`src/rtl/mac_wave_sequencer.sv`:
```
// mac_wave_sequencer: issues only the non-zero magnitude bit-columns of a weight tile
// to a bit-serial Wave MAC, MSB first, then flushes the MAC psum and pulses done.
module mac_wave_sequencer #(
    parameter int VEC_LENGTH = 16,
    parameter int MAG_WIDTH  = 7
) (
    input  logic                                  clk,
    input  logic                                  reset,
    input  logic                                  w_valid,
    output logic                                  w_ready,
    input  logic [VEC_LENGTH-1:0][MAG_WIDTH-1:0]  w_mag,
    input  logic [VEC_LENGTH-1:0]                 w_sign,
    input  logic                                  acc_clear,
    input  logic                                  hold,
    output logic                                  mac_en,
    output logic                                  mac_load_accum,
    output logic [2:0]                            mac_column_idx,
    output logic [VEC_LENGTH-1:0]                 mac_w_bit,
    output logic [VEC_LENGTH-1:0]                 mac_sign,
    output logic                                  prev_zero,
    output logic                                  busy,
    output logic                                  done
);
    localparam logic [2:0] PRIME = 3'd0;
    localparam logic [2:0] IDLE  = 3'd1;
    localparam logic [2:0] RUN   = 3'd2;
    localparam logic [2:0] FLUSH = 3'd3;
    localparam logic [2:0] DONE  = 3'd4;

    logic [2:0]                           state_q, state_d;
    logic [VEC_LENGTH-1:0][MAG_WIDTH-1:0] mag_q, mag_d;
    logic [VEC_LENGTH-1:0]                sign_q, sign_d;
    logic                                 clr_q, clr_d;
    logic                                 first_q, first_d;
    logic [MAG_WIDTH-1:0]                 mask_q, mask_d;
    logic [MAG_WIDTH-1:0]                 in_mask, col_bit, mask_left;
    logic [2:0]                           col;
    logic [VEC_LENGTH-1:0]                col_w;
    logic                                 run, flush, go;

    // Column selection: highest set mask bit is the next column to issue.
    always_comb begin
        in_mask = '0;
        for (int j = 0; j < VEC_LENGTH; j++) in_mask = in_mask | w_mag[j];
        col = '0;
        for (int c = 0; c < MAG_WIDTH; c++) if (mask_q[c]) col = 3'(c);
        col_bit = MAG_WIDTH'(1) << col;
        mask_left = mask_q & ~col_bit;
        for (int j = 0; j < VEC_LENGTH; j++) col_w[j] = mag_q[j][col];
    end

    always_comb begin
        state_d = state_q;
        mag_d   = mag_q;
        sign_d  = sign_q;
        clr_d   = clr_q;
        first_d = first_q;
        mask_d  = mask_q;
        case (state_q)
            PRIME: state_d = IDLE;
            IDLE: if (w_valid) begin
                mag_d   = w_mag;
                sign_d  = w_sign;
                clr_d   = acc_clear;
                mask_d  = in_mask;
                first_d = 1'b1;
                state_d = |in_mask ? RUN : FLUSH;
            end
            RUN: if (!hold) begin
                mask_d  = mask_left;
                first_d = 1'b0;
                state_d = |mask_left ? RUN : FLUSH;
            end
            FLUSH: if (!hold) begin
                first_d = 1'b0;
                state_d = DONE;
            end
            DONE: state_d = IDLE;
            default: state_d = PRIME;
        endcase
    end

    always_ff @(posedge clk) begin
        if (reset) begin
            state_q <= PRIME;
            mag_q   <= '0;
            sign_q  <= '0;
            clr_q   <= 1'b0;
            first_q <= 1'b0;
            mask_q  <= '0;
        end else begin
            state_q <= state_d;
            mag_q   <= mag_d;
            sign_q  <= sign_d;
            clr_q   <= clr_d;
            first_q <= first_d;
            mask_q  <= mask_d;
        end
    end

    // Outputs are forced low while reset is held so the reset cycle is quiet.
    assign run            = !reset && state_q == RUN;
    assign flush          = !reset && state_q == FLUSH;
    assign go             = (run || flush) && !hold;
    assign w_ready        = !reset && state_q == IDLE;
    assign mac_en         = (!reset && state_q == PRIME) || go;
    assign mac_load_accum = go && first_q;
    assign mac_column_idx = run ? col : 3'd0;
    assign mac_w_bit      = run ? col_w : '0;
    assign mac_sign       = run ? sign_q : '0;
    assign prev_zero      = (run || flush) && clr_q;
    assign busy           = run || flush;
    assign done           = !reset && state_q == DONE;
endmodule

```
`config.mk`:
```
export PLATFORM = sky130hd
export DESIGN_NAME = mac_wave_sequencer
export DESIGN_NICKNAME = d
export VERILOG_FILES = /design/src/rtl/mac_wave_sequencer.sv
export SDC_FILE = /design/constraint.sdc
export NUM_CORES = 1
export LEC_CHECK = 0
export CAP_MARGIN = 10
export CORE_ASPECT_RATIO = 0.8
export CORE_MARGIN = 2
export CORE_UTILIZATION = 36
export CTS_CLUSTER_DIAMETER = 40
export DETAILED_ROUTE_END_ITERATION = 8
export GPL_TIMING_DRIVEN = 0
export PLACE_DENSITY = 0.62
export SLEW_MARGIN = 20
export SYNTH_ARGS = -nofsm -noshare
export SYNTH_HDL_FRONTEND = slang
export SYNTH_SLANG_ARGS = --single-unit
```
`constraint.sdc`:
```
create_clock -name clk -period 2.6 [get_ports clk]
set_input_delay 0.39 -clock clk [delete_from_list [all_inputs] [get_ports clk]]
set_output_delay 0.39 -clock clk [all_outputs]
set_load 0.005 [all_outputs]
```
==> run_results.csv, run 1 <==
group,metric,value,unit
finish,fin_util,53.5,%
clock_network,clkLatencyLatePin,0.42,ns
clock_network,holdBufCountCts,0,
die,die_h,122,um
status,status,"finished with violations",
min_path,whs_endpoint,"sign_q[14]",
timing,finalHoldViolations,0,
finish,area_growth,46.9,%
timing,setup_viol,18,
timing,rsz0062_at_grt,"yes",
min_path,worst_hold_path.num_cells,2,
timing,timing.final.crit_share,106,%
routing,drc,0,
setup_path,crit_top_cell,"buf_6",
timing,finalMaxSlewViolations,0,
timing,period_needed,2.76,ns
setup_path,arrival,2.37,ns
finish,layout-drive-gt1-share,14.1,%
routing,drt_iter0_drc,690,
setup_path,crit_type,"reg2out",
power,switchingPower,1.82,mW
setup_path,crit_path_top_delay_cell,"or3b_4",
global_route,grt_pass1_wl,36300,um
place,portBuffers,173,
global_route,grt_start_max_net_pins,17,
die,row_count,43,
power,leakagePower,3.43,nW
timing,skew,0.00664,ns
global_route,grtUsageMet2,36.8,%
synthesis,yosysSeqAreaShare,44.8,%
die,die-area,0.0184,mm2
global_route,overflow,0,
routing,ant_nets,0,
status,violations,"negative setup slack",
place,gp_congestion,0.932,
clock_network,cts_root_buf,"clkbuf_16",
global_route,grtUsageMet1,39.0,%
place,dpl.hpwl,17600,um
run,drv_cap,0,
setup_path,rr_worst_depth,9,
synthesis,synth_largest_area_cell,"dfxtp_1",
synthesis,synth.distinct_cells,41,
synthesis,async_flop_share,0,%
clock_network,cts_sinks,140,
setup_path,cpPeakStageDelay,0.43,ns
power,clkPwrFrac,38.1,%
min_path,min_path_type,"reg2reg",
timing,tightest_slew,0.898,ns
routing,first_pass_iters,6,
die,die_w,151,um
routing,routedWlPerCell,19.3,um
synthesis,syn_area_per_cell,7.69,um2
setup_path,cp.required,2.21,ns
die,pin_count,174,
global_route,busiest_layer,"met1",
power,p_seq_share,39.7,%
synthesis,synth_edf_count,0,
synthesis,synthCells,813,
routing,wl,24300,um
power,p_sw_share,30.0,%
global_route,grt_use_total,26.3,%
clock_network,clock_path_buffers,2,
synthesis,yosys_warnings,0,
synthesis,ys.flop_type,"dfxtp_1",
clock_network,clkTransAtPathRegs,0.05,ns
timing,tns,-1.75,ns
setup_path,reg2reg_setup_slack,0.34,ns
power,internal_power,4.24,mW
timing,fmax,0.363,GHz
global_route,grt_pass1_vias,6339,
synthesis,synth_top_area_share,44.8,%
synthesis,syn_area,0.00625,mm2
die,core_region_area,0.0172,mm2
global_route,antenna_found_initial,0,
routing,via_count,6944,
clock_network,cts_tree,"yes",
setup_path,end_kind,"output pin",
setup_path,start_kind,"register",
finish,final_net_count,1162,
setup_path,critPathTopFamily,"simple AND/OR/NAND/NOR gates",
setup_path,path_cells,"buf_6 -> or3b_4 -> nor3_4 -> buf_6 -> buf_6 -> o221a_1 -> o221ai_2 -> o21ai_2 -> buf_2",
routing,viasPerCell,5.50,
synthesis,netlist_top_cells_area,"dfxtp_1 (45%), nand2_1 (16%), a21oi_1 (12%), nor4_1 (3.0%), clkbuf_1 (2.8%)",
setup_path,r2r_start,"state_q[2]",
power,power.density,660,mW/mm2
clock_network,numCtsBuffers,17,
synthesis,synth.ff_latch_count,140,
timing,fin_ws,-0.159,ns
setup_path,path_buf_inv,4,
global_route,use_met3,6.97,%
clock_network,cts.htree.levels,4,
power,power_frac_comb,22.2,%
finish,n_antenna_cell,0,
min_path,hp-start,"sign_q[14]",
setup_path,cp_max_fo,5,
setup_path,worstReg2RegEnd,"mag_q[109]",
die,initial_core_util,36.4,%
timing,slew_headroom,39.6,%
power,irDropWorstVdd,0.432,mV
synthesis,synth_nets,946,
## Yosys cell counts (2+ instances only)
master / n
a211oi_1: 2
a21o_1: 2
a21oi_1: 148
a22oi_1: 6
and2_1: 2
and3_1: 16
buf_1: 2
buf_2: 13
buf_6: 3
clkbuf_1: 47
dfxtp_1: 140
inv_1: 3
inv_2: 2
nand2_1: 268
nand2b_1: 2
nand3_1: 2
nand4_1: 7
nor2_1: 16
nor3_1: 10
nor3_4: 2
nor3b_1: 2
nor4_1: 30
o21ai_0: 12
o21ai_1: 8
o21ai_2: 6
o221a_1: 13
o221a_2: 7
o221ai_1: 18
o221ai_2: 10
or3_1: 2
or3b_1: 2
## repair_timing
item / in CTS / in global routing
resized for setup: 117 / 31
pin swaps: 9 / 2
cloned: 1 / 0
setup endpoints to repair: 31 / 30
endpoints found under the hold margin: 0 / 0
buffers inserted: 20 / 6
## worst max path at each step
stage                           from  slack, ns  cells after the start            end
after floorplan           state_q[2]       0.62                      7  mac_w_bit[15]
after global placement         reset      -0.78                      7   mac_w_bit[6]
after detailed placement       reset      -0.76                      7   mac_w_bit[6]
after CTS                  mask_q[6]      -0.16                     10  mac_w_bit[10]
after global routing      state_q[2]      -0.23                      9  mac_w_bit[13]
final                     state_q[2]      -0.16                      9  mac_w_bit[10]
## state kept, by name (all words and copies together) (netlist names)
register	cells
sign_q	16
first_q	1
state_q	3
clr_q	1
mask_q	7
mag_q	112
## through the flow
step	setup slack [ns]	cells	hold slack (ns)	cell area [um2]	power, mW
CTS	-0.160	1257	0.452	9060	6.01
global route	-0.231	1262	0.463	9180	6.28
detailed placement	-0.760	1211	0.444	8260	3.63
floorplan	0.618	813	0.432	6250	3.04
global placement	-0.779	1211	0.438	8260	3.63
finish	-0.159	1262	0.447	9180	6.06
## power by group through the flow
stage / clock [mW] / sequential, mW / combinational [mW]
after floorplan: 0 / 2.40 / 0.635
after global placement: 0 / 2.43 / 1.20
after detailed placement: 0 / 2.43 / 1.20
after CTS: 2.32 / 2.40 / 1.29
after global routing: 2.42 / 2.42 / 1.44
final: 2.31 / 2.41 / 1.34
## cell type report
class | count | area, um2
multi-input combinational | 602 | 3290
inverter | 5 | 25.0
clock buffer | 24 | 472
tap | 225 | 282
clock inverter | 3 | 65.1
fill | 1664 | 7980
sequential | 140 | 2810
timing repair buffer | 199 | 1900
buffer | 64 | 338
## cell families (layout without fill, tap and decap cells)
kind of cell    Yosys count  count (layout)  synth area share [%]
simple gates            366             366                  25.7
compound gates          236             236                  24.6
buf+inv                  71             295                  4.94
flops                   140             140                  44.8
## placed cells by master (no fill, tap or decap), drive strengths merged, types with 20 or more instances in the layout
master and count:
nand2 268, a21oi 148, clkdlybuf4s50 146, dfxtp 140, clkbuf 69, buf 61
nor4 30, o221ai 28, o21ai 26, o221a 20
## metal layers
metal	routed length, um	up-vias
li1	-	3309
met1	11400	3243
met2	9990	348
met3	2350	44
met4	626	0
met5	0	-
## worst reg2reg max path, stage by stage (launching register included)
cell      delay [ns]
dfxtp_2         0.32
buf_6           0.10
buf_4           0.10
buf_4           0.12
nor3_1          0.06
nand2_1         0.17
clkbuf_1        0.55
clkbuf_1        0.48
nand2_1         0.13
a21oi_1         0.17
Power figures use the tool's default switching activity.
==> run 2, diff against run 1 <==
--- a/config.mk
+++ b/config.mk
@@ -5,6 +5,7 @@
 export SDC_FILE = /design/constraint.sdc
 export NUM_CORES = 1
 export LEC_CHECK = 0
+export ABC_AREA = 1
 export CAP_MARGIN = 10
 export CORE_ASPECT_RATIO = 0.8
 export CORE_MARGIN = 2
@@ -12,7 +13,7 @@
 export CTS_CLUSTER_DIAMETER = 40
 export DETAILED_ROUTE_END_ITERATION = 8
 export GPL_TIMING_DRIVEN = 0
-export PLACE_DENSITY = 0.62
+export PLACE_DENSITY = 0.61
 export SLEW_MARGIN = 20
 export SYNTH_ARGS = -nofsm -noshare
 export SYNTH_HDL_FRONTEND = slang
==> run 2 against run 1 <==
  * The run now ends clean
  * Synthesized cell count grew 18%
  * Clock-buffer cell count is 5 lower
  * First-iteration DRC count is 38% lower
  * Final cell count increased by 13%
  * Utilization increased by 0.47 points
  * Area after synthesis rose by 4.4%
  * Power is 130% higher
  * Combinational power rose to 5.4 times the previous value
  * Hold slack lost 0.040 ns
  * Sequential power up 62%
  * Clock skew fell by 0.0014 ns
  * Critical endpoint is now mac_sign[4]
  * Largest power group is now combinational cells
==> run_results.csv, run 2 <==
group,metric,value,unit
clock_network,numCtsBuffers,17,
place,dp_cells,1360,
finish,n_antenna_cell,0,
finish,layoutNonFillerInstCount,1424,
synthesis,synth_largest_area_cell,"dfxtp_1",
min_path,min_path_type,"in2reg",
setup_path,end_kind,"output pin",
synthesis,syn_area_per_cell,6.81,um2
setup_path,path_cells,"inv_2 -> nor2_4 -> nand2_4 -> nor2_4 -> clkinv_4 -> buf_4 -> buf_4 -> nor2_1 -> clkdlybuf4s50_1",
die,initial_core_util,36.4,%
routing,first_pass_iters,5,
clock_network,clkTransAtPathRegs,0.06,ns
finish,largest_reg_flops,112,
timing,tightest_slew,0.598,ns
timing,skew,0.00524,ns
synthesis,async_flop_share,0,%
setup_path,path_buf_inv,5,
finish,ff_latch_area,0.00281,mm2
setup_path,critPathTopFamily,"buffers and inverters",
die,pin_count,174,
finish,fin_util,54.0,%
die,row_count,44,
timing,fin_ws,0.0741,ns
timing,timing.final.crit_share,97.2,%
synthesis,synth_top_area_share,42.9,%
timing,tns,0,ns
finish,nFillCells,1747,
setup_path,r2r_start,"state_q[1]",
synthesis,synthCells,958,
finish,mostFrequentLayoutCells,"nor2_1 (315), clkdlybuf4s50_1 (140), dfxtp_1 (132), o21ai_0 (101), nand2_1 (93)",
timing,finalMaxSlewViolations,0,
power,p_total,13.8,mW
finish,area_growth,48.4,%
finish,multi_input_comb_area,0.00336,mm2
synthesis,synth_edf_count,0,
clock_network,cts_tree,"yes",
synthesis,synth.most_common_cell,"nor2_1",
finish,largest-register,"mag_q",
clock_network,clock_path_buffers,2,
setup_path,crit_path_start,"state_q[1]",
finish,final_net_count,1315,
place,gp_congestion,0.858,
global_route,grt_use_total,24.4,%
routing,drc,0,
synthesis,synth_nets,1091,
clock_network,clkLatencyLatePin,0.43,ns
global_route,grt_start_max_net_pins,17,
power,irDropWorstVdd,0.550,mV
place,dpl.hpwl,17100,um
min_path,whs_endpoint,"mask_q[6]",
setup_path,crit_path_top_delay_cell,"clkdlybuf4s50_1",
synthesis,synth.distinct_cells,31,
timing,period_needed,2.53,ns
setup_path,arrival,2.14,ns
setup_path,cp.required,2.21,ns
synthesis,netlist_top_cells_area,"dfxtp_1 (43%), nor2_1 (18%), o21ai_0 (8.8%), nand2_1 (5.9%), o21ai_1 (3.7%)",
power,power.density,1430,mW/mm2
finish,layout-drive-gt1-share,14.7,%
synthesis,synth.ff_latch_count,140,
min_path,hp-start,"reset",
finish,final_common_cell,"nor2_1",
synthesis,yosysSeqAreaShare,42.9,%
place,portBuffers,172,
setup_path,rr_worst_depth,11,
status,status,"finished clean",
power,leakagePower,4.06,nW
clock_network,cts_sinks,140,
setup_path,cpPeakStageDelay,0.50,ns
run,drv_cap,0,
finish,largestRegisters,"mag_q: 112 flops, sign_q: 16 flops, mask_q: 7 flops",
setup_path,worstReg2RegEnd,"mag_q[19]",
min_path,worst_hold_path.num_cells,2,
routing,via_count,7102,
global_route,overflow,0,
routing,wl,23700,um
synthesis,yosys_warnings,0,
global_route,grt_pass1_vias,6890,
setup_path,cp_max_fo,6,
global_route,grt_pass1_wl,35900,um
timing,finalHoldViolations,0,
synthesis,syn_area,0.00653,mm2
die,die_h,124,um
setup_path,crit_type,"reg2out",
synthesis,ys.flop_type,"dfxtp_1",
routing,drt_iter0_drc,430,
timing,slew_headroom,60.1,%
synthesis,synthTopCellsByCount,"nor2_1 (318), dfxtp_1 (140), o21ai_0 (115), nand2_1 (102), inv_1 (50)",
die,die_w,155,um
setup_path,start_kind,"register",
clock_network,cts.htree.levels,4,
routing,ant_nets,0,
global_route,antenna_found_initial,0,
routing,viasPerCell,4.99,
die,die-area,0.0192,mm2
setup_path,reg2reg_setup_slack,0.56,ns
timing,fmax,0.396,GHz
timing,setup_viol,0,
place,place_ws,-0.660,ns
clock_network,cts_root_buf,"clkbuf_16",
routing,routedWlPerCell,16.6,um
die,core_region_area,0.0179,mm2
## run 2: cell count changes in the layout (fill, tap and decap cells not counted), sizes merged, moves of 16 or more
cell | before | now
clkbuf | 69 | 48
inv | 4 | 54
nor4 | 30 | 0
nor2 | 16 | 322
o221ai | 28 | 12
o221a | 20 | 0
a21oi | 148 | 42
o21ai | 26 | 164
nand2 | 268 | 104
## run 2: worst reg2reg max path, cell delays in order, from the launching register on
cell and delay, ns:
dfxtp_2 0.32, inv_2 0.10, nor2_4 0.05, buf_4 0.13
nand2_1 0.08, o21ai_2 0.11, a21oi_4 0.30, nand2_4 0.12
buf_6 0.17, clkbuf_1 0.20, o21ai_0 0.27, nor2_1 0.07
## run 2: through the flow
stage,hold slack [ns],area (um2)
2_1_floorplan,0.430,6530
3_3_place_gp,0.440,8540
5_1_grt,0.424,9690
6_report,0.407,9690
3_5_place_dp,0.448,8540
4_1_cts,0.381,9550
## run 2: repair_timing
| item | 4_1_cts | 5_1_grt |
|---|---|---|
| setup buffers | 25 | 10 |
| setup endpoints to repair | 29 | 27 |
| endpoints found under the hold margin | 0 | 0 |
| resized for setup | 132 | 46 |
| hold buffers | 0 | 0 |
| pin swaps | 19 | 20 |
## run 2: logic make-up (layout without fill, tap and decap cells)
logic type,Yosys count,count (layout),synth area share [%]
AO/OA/AOI/OAI,246,246,20.8
buffers and inverters,113,349,8.05
flip-flops,140,140,42.9
AND/OR/NAND/NOR,459,459,28.2
## run 2: worst max-delay path by stage
stage	cells after the start	to	slack, ns
final	9	mac_sign[4]	0.07
after global routing	13	mac_w_bit[0]	-0.02
after CTS	12	mac_w_bit[9]	-0.06
after detailed placement	8	mac_w_bit[14]	-0.66
after global placement	8	mac_w_bit[14]	-0.67
after floorplan	9	mac_w_bit[14]	0.75
## run 2: power by group
part           total [mW]  switching (mW)  internal (mW)
clock network        2.70           0.957           1.74
registers            3.90           0.599           3.30
logic                7.21            4.31           2.89
total                13.8            5.87           7.94
## run 2: cell type report
type | instances | share of cell area, %
buffer | 56 | 4.31
clock buffer | 19 | 4.68
multi-input combinational | 705 | 34.7
timing repair buffer | 207 | 20.0
clock inverter | 12 | 2.00
sequential | 140 | 29.0
inverter | 55 | 2.26
tap | 230 | 2.97
## run 2: per-layer routing
metal,vias to the layer above,wire [um],track usage (%)
met1,3245,11700,34.4
met2,244,10100,37.2
met4,0,329,7.08
li1,3587,-,-
met5,-,0,0
met3,26,1550,5.71
